**config.mk**
```make
export PLATFORM = sky130hd
export DESIGN_NAME = uart_num_rx_flat
export DESIGN_NICKNAME = d
export VERILOG_FILES = /design/src/rtl/uart_num_rx_pkg.sv /design/src/rtl/uart_num_rx_if.sv /design/src/rtl/uart_byte_rx.sv /design/src/rtl/uart_num_rx.sv /design/src/flat_wrapper.sv
export SDC_FILE = /design/constraint.sdc
export NUM_CORES = 1
export LEC_CHECK = 0
export ABC_CLOCK_PERIOD_IN_PS = 1890
export CAP_MARGIN = 20
export CORE_MARGIN = 4
export CORE_UTILIZATION = 35
export DETAILED_ROUTE_END_ITERATION = 12
export GPL_ROUTABILITY_DRIVEN = 0
export HOLD_SLACK_MARGIN = 0.08
export PLACE_DENSITY = 0.63
export SETUP_SLACK_MARGIN = 0.02
export SYNTH_ARGS = -nofsm -noshare
export SYNTH_HDL_FRONTEND = slang
export SYNTH_SLANG_ARGS = --single-unit
```
**constraint.sdc**
```tcl
create_clock -name clk -period 1.89 [get_ports clk]
set_clock_uncertainty 0.05 [all_clocks]
set_input_delay 0.378 -clock clk [delete_from_list [all_inputs] [get_ports clk]]
set_output_delay 0.378 -clock clk [all_outputs]
set_load 0.01 [all_outputs]
```
**src/rtl/uart_num_rx_pkg.sv**
```systemverilog
// uart_num_rx_pkg: shared types and constants for the multi-number UART receiver
// Optional UART_NUM_RX_PARITY_EN adds the PARITY byte state.
package uart_num_rx_pkg;
  typedef logic signed [15:0] num;
  localparam logic UART_IDLE = 1'b1;
  localparam int DEF_CLKS_PER_BIT = 868;
  typedef enum logic [2:0] {
    S_IDLE,
    S_START,
    S_DATA,
`ifdef UART_NUM_RX_PARITY_EN
    S_PARITY,
`endif
    S_STOP,
    S_WAIT_HIGH
  } state_e;
endpackage

```
**src/rtl/uart_num_rx_if.sv**
```systemverilog
// uart_num_rx_if: received-vector bus from uart_num_rx to the vector consumer
interface uart_num_rx_if import uart_num_rx_pkg::*; #(parameter int N_NUMS = 5) ();
  num [N_NUMS-1:0] rx_nums;
  logic rx_available;
  logic frame_error;
  logic busy;
  modport master(output rx_nums, rx_available, frame_error, busy);
  modport slave(input rx_nums, rx_available, frame_error, busy);
endinterface

```
**src/rtl/uart_byte_rx.sv**
```systemverilog
// uart_byte_rx: synchronised 8N1 byte receiver (8E1 when UART_NUM_RX_PARITY_EN is defined)
module uart_byte_rx import uart_num_rx_pkg::*; #(
  parameter int CLKS_PER_BIT = DEF_CLKS_PER_BIT
) (
  input  logic       clk,
  input  logic       reset,
  input  logic       rx,
  output logic [7:0] byte_data,
  output logic       byte_valid,
  output logic       frame_error,
  output logic       active
);
  localparam int CW = $clog2(CLKS_PER_BIT);
  // sync[1] is the synchronised line, sync[2] its previous value for edge detection
  logic [2:0] sync;
  logic line, fall, tick;
  state_e state, state_n;
  logic [CW-1:0] cnt, cnt_n;
  logic [2:0] idx, idx_n;
  logic [7:0] sh, sh_n;
  assign line = sync[1];
  assign fall = sync[2] & ~sync[1];
  assign tick = cnt == '0;
  assign byte_data = sh;
  assign active = state != S_IDLE;
  always_ff @(posedge clk) begin
    if (reset) begin
      sync  <= {3{UART_IDLE}};
      state <= S_IDLE;
      cnt   <= '0;
      idx   <= '0;
      sh    <= '0;
    end else begin
      sync  <= {sync[1:0], rx};
      state <= state_n;
      cnt   <= cnt_n;
      idx   <= idx_n;
      sh    <= sh_n;
    end
  end
  always_comb begin
    state_n = state;
    cnt_n = tick ? CW'(CLKS_PER_BIT - 1) : cnt - 1'b1;
    idx_n = idx;
    sh_n = sh;
    byte_valid = 1'b0;
    frame_error = 1'b0;
    case (state)
      S_IDLE: begin
        cnt_n = CW'(CLKS_PER_BIT / 2);
        idx_n = '0;
        state_n = fall ? S_START : S_IDLE;
      end
      S_START: if (tick) state_n = line ? S_IDLE : S_DATA;
      S_DATA: if (tick) begin
        sh_n = {line, sh[7:1]};
        idx_n = idx + 1'b1;
`ifdef UART_NUM_RX_PARITY_EN
        state_n = idx == 3'd7 ? S_PARITY : S_DATA;
`else
        state_n = idx == 3'd7 ? S_STOP : S_DATA;
`endif
      end
`ifdef UART_NUM_RX_PARITY_EN
      // the stop bit that follows is high, so returning to IDLE cannot see a false edge
      S_PARITY: if (tick) begin
        frame_error = line != ^sh;
        state_n = frame_error ? S_IDLE : S_STOP;
      end
`endif
      S_STOP: if (tick) begin
        byte_valid = line;
        frame_error = ~line;
        state_n = line ? S_IDLE : S_WAIT_HIGH;
      end
      S_WAIT_HIGH: begin
        if (!line) cnt_n = CW'(CLKS_PER_BIT - 1);
        else if (tick) state_n = S_IDLE;
      end
      default: state_n = S_IDLE;
    endcase
  end
endmodule

```
**src/rtl/uart_num_rx.sv**
```systemverilog
// uart_num_rx: assembles UART bytes into a vector of signed 16-bit nums (MSB byte first)
// Optional UART_NUM_RX_PARITY_EN selects 8E1 framing in the byte receiver.
module uart_num_rx import uart_num_rx_pkg::*; #(
  parameter int N_NUMS       = 5,
  parameter int CLKS_PER_BIT = DEF_CLKS_PER_BIT,
  parameter int TIMEOUT_BITS = 20
) (
  input logic clk,
  input logic reset,
  input logic rx,
  uart_num_rx_if.master bus
);
  localparam int BW = $clog2(2 * N_NUMS);
  localparam int NW = $clog2(N_NUMS);
  localparam int TO = TIMEOUT_BITS * CLKS_PER_BIT;
  localparam int TW = $clog2(TO + 1);
  logic [7:0] byte_data;
  logic byte_valid, byte_fe, active, last, timeout;
  logic [BW-1:0] byte_cnt;
  logic [NW-1:0] num_idx;
  logic [TW-1:0] idle_cnt;
  num [N_NUMS-1:0] stage, stage_n;
  uart_byte_rx #(.CLKS_PER_BIT(CLKS_PER_BIT)) u_byte (
    .clk(clk), .reset(reset), .rx(rx),
    .byte_data(byte_data), .byte_valid(byte_valid),
    .frame_error(byte_fe), .active(active)
  );
  assign num_idx = NW'(byte_cnt >> 1);
  assign last = byte_cnt == BW'(2 * N_NUMS - 1);
  assign timeout = idle_cnt == TW'(TO - 1);
  assign bus.busy = active | (byte_cnt != '0);
  always_comb begin
    stage_n = stage;
    if (byte_valid)
      stage_n[num_idx] = byte_cnt[0] ? {stage[num_idx][15:8], byte_data} : {byte_data, stage[num_idx][7:0]};
  end
  // rx_nums only moves as a whole when the final byte lands, so consumers never see partial data
  always_ff @(posedge clk) begin
    if (reset) begin
      bus.rx_nums      <= '0;
      bus.rx_available <= 1'b0;
      bus.frame_error  <= 1'b0;
      stage            <= '0;
      byte_cnt         <= '0;
      idle_cnt         <= '0;
    end else begin
      bus.rx_available <= byte_valid & last;
      bus.frame_error  <= byte_fe;
      stage            <= stage_n;
      idle_cnt         <= (active || byte_cnt == '0) ? '0 : idle_cnt + 1'b1;
      if (byte_fe || timeout) byte_cnt <= '0;
      else if (byte_valid) byte_cnt <= last ? '0 : byte_cnt + 1'b1;
      if (byte_valid && last) bus.rx_nums <= stage_n;
    end
  end
endmodule

```
**src/flat_wrapper.sv**
```systemverilog
// flat-port wrapper written by rule: the top's interface ports become plain ports
module uart_num_rx_flat import uart_num_rx_pkg::*;
#(
  parameter int N_NUMS       = 5,
  parameter int CLKS_PER_BIT = DEF_CLKS_PER_BIT,
  parameter int TIMEOUT_BITS = 20
)
  (clk, reset, rx, bus_rx_nums, bus_rx_available, bus_frame_error, bus_busy);
  uart_num_rx_if #(.N_NUMS(N_NUMS)) bus_i ();
  input logic clk;
  input logic reset;
  input logic rx;
  output wire logic [$bits(bus_i.rx_nums)-1:0] bus_rx_nums;
  output wire logic [$bits(bus_i.rx_available)-1:0] bus_rx_available;
  output wire logic [$bits(bus_i.frame_error)-1:0] bus_frame_error;
  output wire logic [$bits(bus_i.busy)-1:0] bus_busy;
  assign bus_rx_nums = bus_i.rx_nums;
  assign bus_rx_available = bus_i.rx_available;
  assign bus_frame_error = bus_i.frame_error;
  assign bus_busy = bus_i.busy;
  uart_num_rx #(.N_NUMS(N_NUMS), .CLKS_PER_BIT(CLKS_PER_BIT), .TIMEOUT_BITS(TIMEOUT_BITS)) u_core (.clk(clk), .reset(reset), .rx(rx), .bus(bus_i));
endmodule
```
After elaboration in Yosys (flattened, before gate mapping)
Index checks and enable logic that the tools add are counted.
{"block": "classes", "n_addsub": 4, "multipliers": 0, "n_div": 0, "n_lt_le_gt_ge": 2, "n_eq_ne": 12, "shift": 0, "muxes": 27, "bitwise": 4, "n_reduce_logical": 15}
{"operator": "80-bit bitwise mux", "count": 1}
{"operator": "80-bit two-way mux", "count": 1}
{"operator": "16-bit binary-select mux with 3-bit select", "count": 1}
{"operator": "16-bit demux with 3-bit select", "count": 1}
{"operator": "16-bit two-way mux", "count": 3}
{"operator": "3-bit two-way mux", "count": 7}
{"operator": "10-bit two-way mux", "count": 2}
{"operator": "10-bit case mux with 2 select lines", "count": 1}
{"operator": "15-bit by 1-bit adder with 15-bit output (second input constant)", "count": 1}
{"operator": "15-bit equality test (second input constant)", "count": 1}
{"operator": "3-bit case mux with 5 select lines", "count": 1}
{"operator": "10-bit logical NOT", "count": 1}
{"operator": "2-bit != test (second input constant)", "count": 5}
{"operator": "10-bit by 1-bit subtractor with 10-bit output (second input constant)", "count": 1}
{"operator": "3-bit by 2-bit equality test with 1-bit output (second input constant)", "count": 2}
{"operator": "3-bit equality test (second input constant)", "count": 2}
{"operator": "1-bit two-way mux", "count": 6}
{"operator": "3-bit case mux with 2 select lines", "count": 1}
{"operator": "5-bit AND reduction", "count": 1}
{"operator": "4-bit by 1-bit adder with 4-bit output (second input constant)", "count": 1}
{"operator": "4-bit equality test (second input constant)", "count": 1}
{"operator": "4-bit logical NOT", "count": 1}
{"operator": "3-bit by 4-bit less-than comparator with 1-bit output (second input constant)", "count": 1}
{"operator": "4-bit two-way mux", "count": 1}
{"operator": "15 further kinds", "count": 20}
{"block": "totals", "register_bits": 208, "latchBits": 0, "ramBits": 0, "romBits": 0, "out_inout_bits": 83, "word_cells": 83, "memories": 0}

Depth between registers and ports, before layout
Gate-level depths: netlist of the first run.
{"block": "logic_depth", "ltp_word": 6, "ltp_mapped": 9, "mapped_depth_nobuf": 6}

Hierarchy
A second synthesis of the first run with hierarchy kept.
{"block": "unflattened", "hier_cells": 1073, "area_unflattened_um2": 8979.9}
{"module": "uart_num_rx", "n_inst": 1, "cells_each": 946, "area_per_inst_um2": 7767.4, "seq_area_each_um2": 3623.5}
{"module": "uart_byte_rx", "n_inst": 1, "cells_each": 127, "area_per_inst_um2": 1212.4, "seq_area_each_um2": 540.5}

Worst setup path after synthesis of the first run
OpenSTA, ideal clock, no wires.
{"block": "synth_timing", "path_type": "reg2reg", "start": "register u_core.u_byte.cnt[0]", "end": "register u_core.stage[62] in the netlist's numbering", "setup_time_ns": 0.135, "arrival_time_ns": 1.605, "path_slack_ns": 0.101, "stages_incl_launch_ff": 9, "synth_period_minus_slack_ns": 1.789, "path_cell_list": "dfxtp_1 -> inv_1 -> ha_1 -> nor4b_4 -> buf_4 -> nand4_2 -> buf_2 -> o211ai_1 -> o31ai_1"}
{"block": "synth_via", "elab_chain_len": 4}
{"element": "start: declaration", "line": "uart_byte_rx.sv:18", "rtl": "logic [CW-1:0] cnt, cnt_n;"}
{"element": "start signal: assignment", "line": "uart_byte_rx.sv:36", "rtl": "cnt <= cnt_n;"}
{"element": "10-bit logical NOT", "line": "uart_byte_rx.sv:23", "rtl": "assign tick = cnt == '0;"}
{"element": "1-bit two-way mux", "line": "uart_byte_rx.sv:71", "rtl": "S_STOP: if (tick) begin"}
{"element": "1-bit two-way mux", "line": "uart_byte_rx.sv:48", "rtl": "case (state)"}
{"element": "80-bit two-way mux", "line": "uart_num_rx.sv:34", "rtl": "if (byte_valid)"}
{"element": "end signal: assignment", "line": "uart_num_rx.sv:49", "rtl": "stage <= stage_n;"}
{"element": "end: declaration", "line": "uart_num_rx.sv:22", "rtl": "num [N_NUMS-1:0] stage, stage_n;"}
Every way passes these cells.
A chain may end at the register's enable or synchronous reset.

Worst setup path in the final report of the first run
{"block": "layout_timing", "start": "register u_core.byte_cnt[0]", "end": "output port bus_busy"}
{"block": "layout_via", "elab_chain_len": 2}
{"element": "start: declaration", "line": "uart_num_rx.sv:19", "rtl": "logic [BW-1:0] byte_cnt;"}
{"element": "start signal: assignment", "line": "uart_num_rx.sv:52", "rtl": "else if (byte_valid) byte_cnt <= last ? '0 : byte_cnt + 1'b1;"}
{"element": "4-bit nonzero test", "line": "uart_num_rx.sv:31", "rtl": "assign bus.busy = active | (byte_cnt != '0);"}
{"element": "1-bit bitwise OR", "line": "uart_num_rx.sv:31"}
{"element": "end: declaration", "line": "flat_wrapper.sv:16", "rtl": "output wire logic [$bits(bus_i.busy)-1:0] bus_busy;"}
Every way passes these cells.

==> results.yml, run 1 <==
floorplanning:
  floorplan_core_area_um2: 25400
  chipHeight_um: 169
  boundaryPins: 86
  floorplan.die_area_um2: 28700
  die_width_um: 169
  initial_utilization_pct: 35.9
  std_cell_rows: 58
synthesis:
  postSynth.topFlopCell: "dfxtp_1"
  synthCells: 1071
  syn_area_um2: 9130
  ys_types: 59
  post_synth.cell_area_avg_um2: 8.52
  ys_warn_count: 0
  async_flop_share_pct: 0
  synth-seq-cells: 208
  ys_seq_area_share_pct: 45.6
  synth_enable_flop_cells: 0
  postSynthNetCount: 1078
grt:
  groute.usage.overall_pct: 20.4
  grt_first_pass_wirelength_mm: 47.9
  grt_antenna_before_repair: 0
  first_global_vias: 8509
  grt_max_degree: 57
  globalRoute.totalOverflow: 0
cts:
  clock_insertion_delay_worst_skew_ps: 530
  clkTransAtPathRegs_ps: 60
  ctsHtreeMaxLevel: 1
  clk_path_buf_depth: 3
  cts.root.buffer_cell: "clkbuf_16"
  tritoncts.num_buffers: 24
  clock-sinks: 208
  cts_tree: "built"
  ctsHoldBuffers: 0
setup_path:
  worst_setup_path_start_kind: "flip-flop"
  crit_path_top_delay_cell: "dfxtp_4"
  worst_path_largest_cell_delay_ps: 360
  ff2ff_path_depth: 10
  worst-endpoint-arrival_ps: 1530
  r2r-end: "u_core.bus.rx_nums[25]"
  timing.setup.critical_path_class: "reg -> out"
  reg2reg_from: "u_core.u_byte.cnt[1]"
  worst_ep_required_time_ps: 1460
  reg2reg_slack_ps: -60
  timing.critical_path.max_delay_family: "flip-flops"
  crit_chain: "nor4_4, buf_4, nand2_2, buf_6"
  critical_path.n_buffers_inverters: 2
  timing.critical_path.to: "bus_busy"
  cp_num_cells: 4
  path_max_fanout: 3
  critical_path_source: "u_core.byte_cnt[0]"
  setup.worst_path.end_class: "output pin"
layout:
  area_delta_synth_final_pct: 42.9
  antenna_cells_inserted: 0
  layout.nets: 1227
  nFillCells: 2326
  drive_gt1_share_pct: 26.9
sta:
  slew_viols_final: 0
  setup_violations: 15
  setup_total_negative_slack_ps: -352
  setup_repair_after_global_routing_missed_its_margin: "yes"
  timing.slew.headroom_pct: 44.7
  actual_slew_at_the_worst_max_slew_pin_ps: 821
  min_period_over_period_pct: 103
  max_freq_mhz: 512
  timing.hold.ws_ps: 168
  final.setup.worst_slack_ps: -64.8
  hold_violations: 0
  min_period_ps: 1950
power_and_ir_drop:
  pwr-share-seq_pct: 47.4
  pwr_density_cell_nw_per_um2: 714
  clkPwrFrac_pct: 49.8
  internal_power_mw: 7.32
  power.switching_mw: 2.00
  irDropWorstVdd_v: 0.000567
  power.share.switching_pct: 21.4
  overall_power_of_the_completed_layout_mw: 9.31
  comb_power_share_pct: 2.8
  power.leakage_nw: 4.73
drt:
  drt_iter0_markers: 870
  antenna_left: 0
  detail_route.vias_per_cell: 5.93
  wl_per_cell_um: 20.9
  postRouteWirelength_mm: 32.7
  via_count: 9293
  drt_first_pass_iters: 5
  drt_drc_violations_left: 0
placement:
  buffer_ports.inserted: 85
  placement.setup.worst_slack_ps: -82.9
  detailedPlacementHpwl_mm: 20.5
outcome:
  failed_checks: "negative setup slack"
  run_status: "finished with violations"
hold_path:
  hp-class: "in -> reg"
flow_run:
  max-cap-violations: 0
==> flip-flops by register name, indices dropped and copies added (netlist names) <==
signal	cells
u_core.bus.rx_nums	80
u_core.u_byte.idx	3
u_core.idle_cnt	15
u_core.u_byte.sync	3
u_core.stage	80
u_core.u_byte.cnt	10
u_core.bus.rx_available	1
u_core.byte_cnt	4
u_core.bus.frame_error	1
u_core.u_byte.byte_data	8
u_core.u_byte.state	3
==> cell type report <==
class                   count  area, um^2  share of cell area [%]
inverters                  14        52.6                   0.403
flip-flops and latches    208        4180                    32.1
well taps                 330         413                    3.17
clock inverters             4        45.0                   0.345
repair buffers            231        2560                    19.7
clock buffers              39         748                    5.74
multi-input cells         741        5040                    38.6
==> timing repair <==
action | CTS | global route
setup buffers | 9 | 13
gates cloned | 3 | 15
gates resized for setup | 39 | 273
pin swaps | 2 | 85
setup endpoints to repair | 57 | 166
==> metal layers <==
metal	vias to the layer above	wire, um	GRT usage (%)
met4	0	1530	7.28
met2	457	14700	32.0
met1	4404	13600	28.2
met5	-	0	0
li1	4319	-	-
met3	113	2860	3.77
==> stage by stage <==
stage          cell area, um^2  instances  util, %
3_5_place_dp             10900       1485     43.0
3_3_place_gp             10900       1485     43.0
6_report                 13000       1567     51.3
5_1_grt                  13000       1567     51.3
4_1_cts                  12000       1540     47.1
2_1_floorplan             9130       1071        -
==> worst min-delay path by stage <==
stage / depth (start not counted) / endpoint / startpoint / slack (ps)
2_1_floorplan: 1 / u_core.u_byte.sync[1] / u_core.u_byte.sync[0] / 340
4_1_cts: 2 / u_core.bus.frame_error / reset / 160
5_1_grt: 2 / u_core.bus.rx_nums[63] / reset / 160
3_3_place_gp: 1 / u_core.u_byte.sync[1] / u_core.u_byte.sync[0] / 340
6_report: 2 / u_core.bus.rx_nums[63] / reset / 170
3_5_place_dp: 1 / u_core.u_byte.sync[1] / u_core.u_byte.sync[0] / 350
==> placed cells by master (no fill, tap or decap), drive strengths merged, types with 32 or more instances in the layout <==
cell type      Yosys  final
nand2             32     32
o21ai            150    150
nand3            108    108
buf               35    139
a21oi            131    131
clkbuf            73     48
dfxtp            208    208
o211ai            81     81
clkdlybuf4s50      0     55
==> power groups by stage <==
stage | combinational [mW] | sequential (mW) | clock, mW
6_report | 0.260 | 4.41 | 4.64
5_1_grt | 0.279 | 4.41 | 4.89
4_1_cts | 0.233 | 4.41 | 4.70
3_5_place_dp | 0.226 | 4.51 | 0
3_3_place_gp | 0.225 | 4.51 | 0
2_1_floorplan | 0.144 | 4.51 | 0
==> logic make-up (layout without fill, tap and decap cells) <==
family          count (synthesis)  after routing  synth area share, %
compound gates                430            430                 27.8
xor+xnor                       17             17                 1.63
fa+ha+maj                       4              4                0.548
buf+inv                       122            288                 5.70
flops                         208            208                 45.6
mux                            10             10                 1.10
simple gates                  280            280                 17.6
==> synthesized netlist by cell type (all sizes together), types with 3 or more instances <==
library cell | count | share of area, %
nor4 | 6 | 0.41
xnor2 | 12 | 1.2
a221oi | 3 | 0.29
or3b | 10 | 0.96
nand3b | 24 | 2.0
nor2b | 3 | 0.21
o21ai | 150 | 8.2
a31oi | 6 | 0.41
o211ai | 81 | 6.7
mux2i | 10 | 1.1
nand2b | 3 | 0.21
inv | 12 | 0.49
nand2 | 32 | 1.3
a211oi | 8 | 0.66
nand4 | 20 | 1.5
nor3b | 4 | 0.44
o31ai | 28 | 2.4
nor4b | 3 | 0.52
nor2 | 28 | 1.2
nor3 | 13 | 0.82
nand3 | 108 | 5.9
or2 | 5 | 0.34
dfxtp | 208 | 46
xor2 | 5 | 0.48
a21oi | 131 | 7.2
ha | 4 | 0.55
a21boi | 4 | 0.33
a21o | 10 | 0.82
clkbuf | 73 | 3.0
and4 | 4 | 0.38
or3 | 8 | 0.55
buf | 35 | 2.1
(Power assumes the default switching activity.)
==> run 2, diff against run 1 <==
--- a/config.mk
+++ b/config.mk
@@ -8,12 +8,13 @@
 export ABC_CLOCK_PERIOD_IN_PS = 1890
 export CAP_MARGIN = 20
 export CORE_MARGIN = 4
-export CORE_UTILIZATION = 35
+export CORE_UTILIZATION = 30
 export DETAILED_ROUTE_END_ITERATION = 12
 export GPL_ROUTABILITY_DRIVEN = 0
 export HOLD_SLACK_MARGIN = 0.08
-export PLACE_DENSITY = 0.63
+export PLACE_DENSITY = 0.57
 export SETUP_SLACK_MARGIN = 0.02
+export SKIP_CTS_REPAIR_TIMING = 1
 export SYNTH_ARGS = -nofsm -noshare
 export SYNTH_HDL_FRONTEND = slang
 export SYNTH_SLANG_ARGS = --single-unit
==> results.yml, run 2 (same netlist as run 1, synthesis figures left out) <==
setup_path:
  ff2ff_path_depth: 9
  reg2reg_from: "u_core.u_byte.cnt[0]"
  critical_path_source: "u_core.byte_cnt[2]"
  timing.setup.critical_path_class: "reg -> out"
  worst-endpoint-arrival_ps: 1540
  worst_setup_path_start_kind: "flip-flop"
  path_max_fanout: 4
  worst_ep_required_time_ps: 1460
  crit_chain: "nor4_4, buf_4, nand2_2, buf_6"
  setup.worst_path.end_class: "output pin"
  worst_path_largest_cell_delay_ps: 370
  crit_path_top_delay_cell: "dfxtp_4"
hold_path:
  hp-class: "in -> reg"
  min-delay-start: "reset"
  worstHoldPathCells: 2
cts:
  clk_path_buf_depth: 3
  clock_insertion_delay_worst_skew_ps: 520
  clkTransAtPathRegs_ps: 60
  tritoncts.num_buffers: 25
  cts.root.buffer_cell: "clkbuf_16"
  clock-sinks: 208
  ctsHtreeMaxLevel: 1
  cts_tree: "built"
sta:
  min_period_ps: 1970
  setup_violations: 55
  hold_violations: 0
  min_period_over_period_pct: 104
  max_freq_mhz: 508
  timing.slew.headroom_pct: 50.8
  slew_viols_final: 0
  actual_slew_at_the_worst_max_slew_pin_ps: 731
  setup_repair_after_global_routing_missed_its_margin: "yes"
  final.setup.worst_slack_ps: -79.8
placement:
  buffer_ports.inserted: 85
  dpl.cell_count: 1561
  detailedPlacementHpwl_mm: 21.6
  dpl-instance-area_um2: 11100
layout:
  drive_gt1_share_pct: 30.3
  layout_commonest_cell: "dfxtp_1"
  antenna_cells_inserted: 0
  layout.cell_area.non_filler_um2: 13300
  most-common-layout-cells: "dfxtp_1 (202), a21oi_1 (115), buf_4 (110)"
  layout.nets: 1236
  nFillCells: 2900
  largest_registers: "u_core.bus.rx_nums (80), u_core.stage (80), u_core.idle_cnt (15)"
  area_delta_synth_final_pct: 46.1
  stdcell_count: 1637
drt:
  drt_first_pass_iters: 5
  postRouteWirelength_mm: 33.7
  wl_per_cell_um: 20.6
  drt_iter0_markers: 800
  antenna_left: 0
  via_count: 9234
  drt_drc_violations_left: 0
  detail_route.vias_per_cell: 5.64
floorplanning:
  floorplan.die_area_um2: 33300
  chipHeight_um: 182
  boundaryPins: 86
  initial_utilization_pct: 30.6
  floorplan_core_area_um2: 29800
  die_width_um: 182
  std_cell_rows: 63
flow_run:
  max-cap-violations: 0
power_and_ir_drop:
  irDropWorstVdd_v: 0.000655
  power.leakage_nw: 4.83
  pwr_density_cell_nw_per_um2: 716
grt:
  grt_max_degree: 59
  grt_first_pass_wirelength_mm: 48.2
  groute.usage.overall_pct: 17.6
  first_global_vias: 8422
  globalRoute.totalOverflow: 0
  grt_antenna_before_repair: 0
outcome:
  failed_checks: "negative setup slack"
  run_status: "finished with violations"
==> run 2: power by group <==
part           internal [mW]  total (mW)  leakage, nW  switching (mW)
logic                 0.0999       0.264         2.74           0.164
registers               4.40        4.41         1.68          0.0140
clock network           3.01        4.87        0.417            1.86
total                   7.51        9.55         4.83            2.04
==> run 2: per-layer routing <==
metal,track usage [%],routed length (um)
met5,0,0
met2,29.3,15700
met1,24.0,14500
met4,4.83,1130
met3,2.63,2420
==> run 2: layout make-up <==
class                      count  area [um^2]  area share [%]
tap                          390          488            3.66
sequential                   208         4170            31.3
multi-input combinational    741         5170            38.8
clock buffer                  39          758            5.69
clock inverter                 6         83.8           0.629
timing repair buffer         239         2600            19.5
inverter                      14         56.3           0.422
==> run 2: worst max-delay path: cells and delay by family, from the launching register on <==
| kind | cells | cell delay, ps |
|---|---|---|
| buffers and inverters | 2 | 310 |
| AND/OR/NAND/NOR | 2 | 350 |
| flip-flops | 1 | 370 |
==> run 2: path summary, 6_finish.rpt <==
path | to | slack, ps
setup / recovery | bus_busy | -80
hold / removal | u_core.u_byte.cnt[4] | 200
setup reg to reg | u_core.bus.rx_nums[58] | -60
hold reg to reg | u_core.u_byte.sync[1] | 360
==> run 2: metrics by stage <==
stage	utilization, %	setup TNS, ps	setup slack (ps)	power (mW)	hold WS [ps]
floorplan	-	0	101	4.65	339
global placement	37.3	-104	-104	4.74	344
detailed placement	37.3	-354	-61.5	4.74	343
CTS	40.1	-1470	-662	9.59	181
global route	44.8	-17030	-191	9.81	211
finish	44.8	-1110	-79.8	9.55	203
==> run 3, diff against run 2 <==
--- a/config.mk
+++ b/config.mk
@@ -15,6 +15,7 @@
 export PLACE_DENSITY = 0.57
 export SETUP_SLACK_MARGIN = 0.02
 export SKIP_CTS_REPAIR_TIMING = 1
+export SLEW_MARGIN = 20
 export SYNTH_ARGS = -nofsm -noshare
 export SYNTH_HDL_FRONTEND = slang
 export SYNTH_SLANG_ARGS = --single-unit
==> results of run 3 <==
Final layout, timing and power as in run 2 (identical DEF).
==> edit: new RTL, config.mk and constraints of run 2 <==
`N_NUMS` is set to 5 in 3 places; all go to 10.
--- a/src/rtl/uart_num_rx_if.sv
+++ b/src/rtl/uart_num_rx_if.sv
@@ -1,3 +1,3 @@
 // uart_num_rx_if: received-vector bus from uart_num_rx to the vector consumer
-interface uart_num_rx_if import uart_num_rx_pkg::*; #(parameter int N_NUMS = 5) ();
+interface uart_num_rx_if import uart_num_rx_pkg::*; #(parameter int N_NUMS = 10) ();
   num [N_NUMS-1:0] rx_nums;
--- a/src/rtl/uart_num_rx.sv
+++ b/src/rtl/uart_num_rx.sv
@@ -3,3 +3,3 @@
 module uart_num_rx import uart_num_rx_pkg::*; #(
-  parameter int N_NUMS       = 5,
+  parameter int N_NUMS       = 10,
   parameter int CLKS_PER_BIT = DEF_CLKS_PER_BIT,
--- a/src/flat_wrapper.sv
+++ b/src/flat_wrapper.sv
@@ -3,3 +3,3 @@
 #(
-  parameter int N_NUMS       = 5,
+  parameter int N_NUMS       = 10,
   parameter int CLKS_PER_BIT = DEF_CLKS_PER_BIT,
Ports: changed (resized bus_rx_nums); port bits go from 86 to 166. The function was not compared with the original's and may differ.
==> edit against run 2 <==
The flow still finishes with violations (setup timing). Synthesized area up 52%. Critical path depth is 7 higher. Count of clock-buffer cells in the layout grew 21. Power increased by 68%. Final area increased by 53%. Routed wire length increased by 46%. Non-clock buffer count up 149. Sequential cell count grew 161. Worst setup slack got worse by 610 ps. Combinational power up 66%. Critical endpoint is now u_core.bus.rx_nums[96].
==> edit: results (changes against run 2) <==
Wire length on met2 = 22800 um (+45%)
Status = complete, but fails checks
Final setup TNS = -205830 ps (-204720 ps)
Post-synth cell types = 53 (-10%)
Sequential area share after synthesis = 53.3% (+7.6 points)
Syn Nets = 1301 (+21%)
Count of final setup violators = 392 (+610%)
Placed cells = 2120 (+36%)
Layout net count = 1611 (+30%)
Failing checks = setup timing
Drt initial violations = 799 (-0.13%)
Xor/xnor share of the synthesized area = 1.26% (-0.37 points)
Hold Crit Endpoint = u_core.u_byte.cnt[7]
Worst-Margin Slew = 1040 ps (+313 ps)
Met3 WL = 2660 um (+10%)
Crit path max fanout = 20 (+16)
DP Worst Slack = -632 ps (-571 ps)
Post-Layout Cell Count = 2228 (+36%)
Insertion delay to the later sink of the worst-skew pair = 570 ps (+50 ps)
Area contributors post-synth = dfxtp_1, a22o_1, mux2i_1, o2bb2ai_1, nor2_1
Clock H-tree levels = 2 (+1)
Crit path to = u_core.bus.rx_nums[96]
Critical path's top delay family = buffers and inverters
Avg WL per Cell = 22.1 um (+7.2%)
DP HPWL = 33400 um (+55%)
Global-route wire length before repair = 69300 um (+44%)
FF-to-FF path depth = 11 (+2)
Crit path kind = reg2reg
Mean Syn Cell Area = 10.7 um2 (+26%)
M2 GR Usage = 27.8% (-1.4 points)
Global routing met1 resource utilization = 24.6% (+0.61 points)
Post-synthesis compound-gate area fraction = 25.0% (-2.8 points)
Largest net degree at the start of global routing = 58 (-1.7%)
Met3 usage = 3.26% (+0.63 points)
Final WS setup = -689 ps (-609 ps)
Post-synthesis mux area share = 6.66% (+5.6 points)
Worst path max stage delay = 460 ps (+90 ps)
IO buf count = 165 (+94%)
CP arrival = 2970 ps (+1430 ps)
Hold depth = 3 (+1)
[edit: changes by cell type after synthesis, sizes merged, moves of 21 or more]
| cell | before | now |
|---|---|---|
| a22oi | 1 | 40 |
| a21oi | 131 | 27 |
| a22o | 0 | 144 |
| nor2 | 28 | 89 |
| o211ai | 81 | 0 |
| o21ai | 150 | 49 |
| nand3b | 24 | 3 |
| o2bb2ai | 2 | 96 |
| nand3 | 108 | 5 |
| a211oi | 8 | 58 |
| dfxtp | 208 | 369 |
| mux2i | 10 | 90 |
| nand2 | 32 | 56 |
[edit: cell type report]
class	count	area, um2
clock inverters	10	111
multi-input cells	795	6680
fillers	4171	25200
repair buffers	388	4220
clock buffers	60	1200
flip-flops and latches	369	7400
well taps	600	751
inverters	6	22.5
[edit: where the power goes]
part           internal [mW]  switching [mW]  total [mW]
Clock                   4.55            3.26        7.81
Combinational          0.184           0.254       0.438
Sequential              7.79         0.00763        7.80
Total                   12.5            3.52        16.0
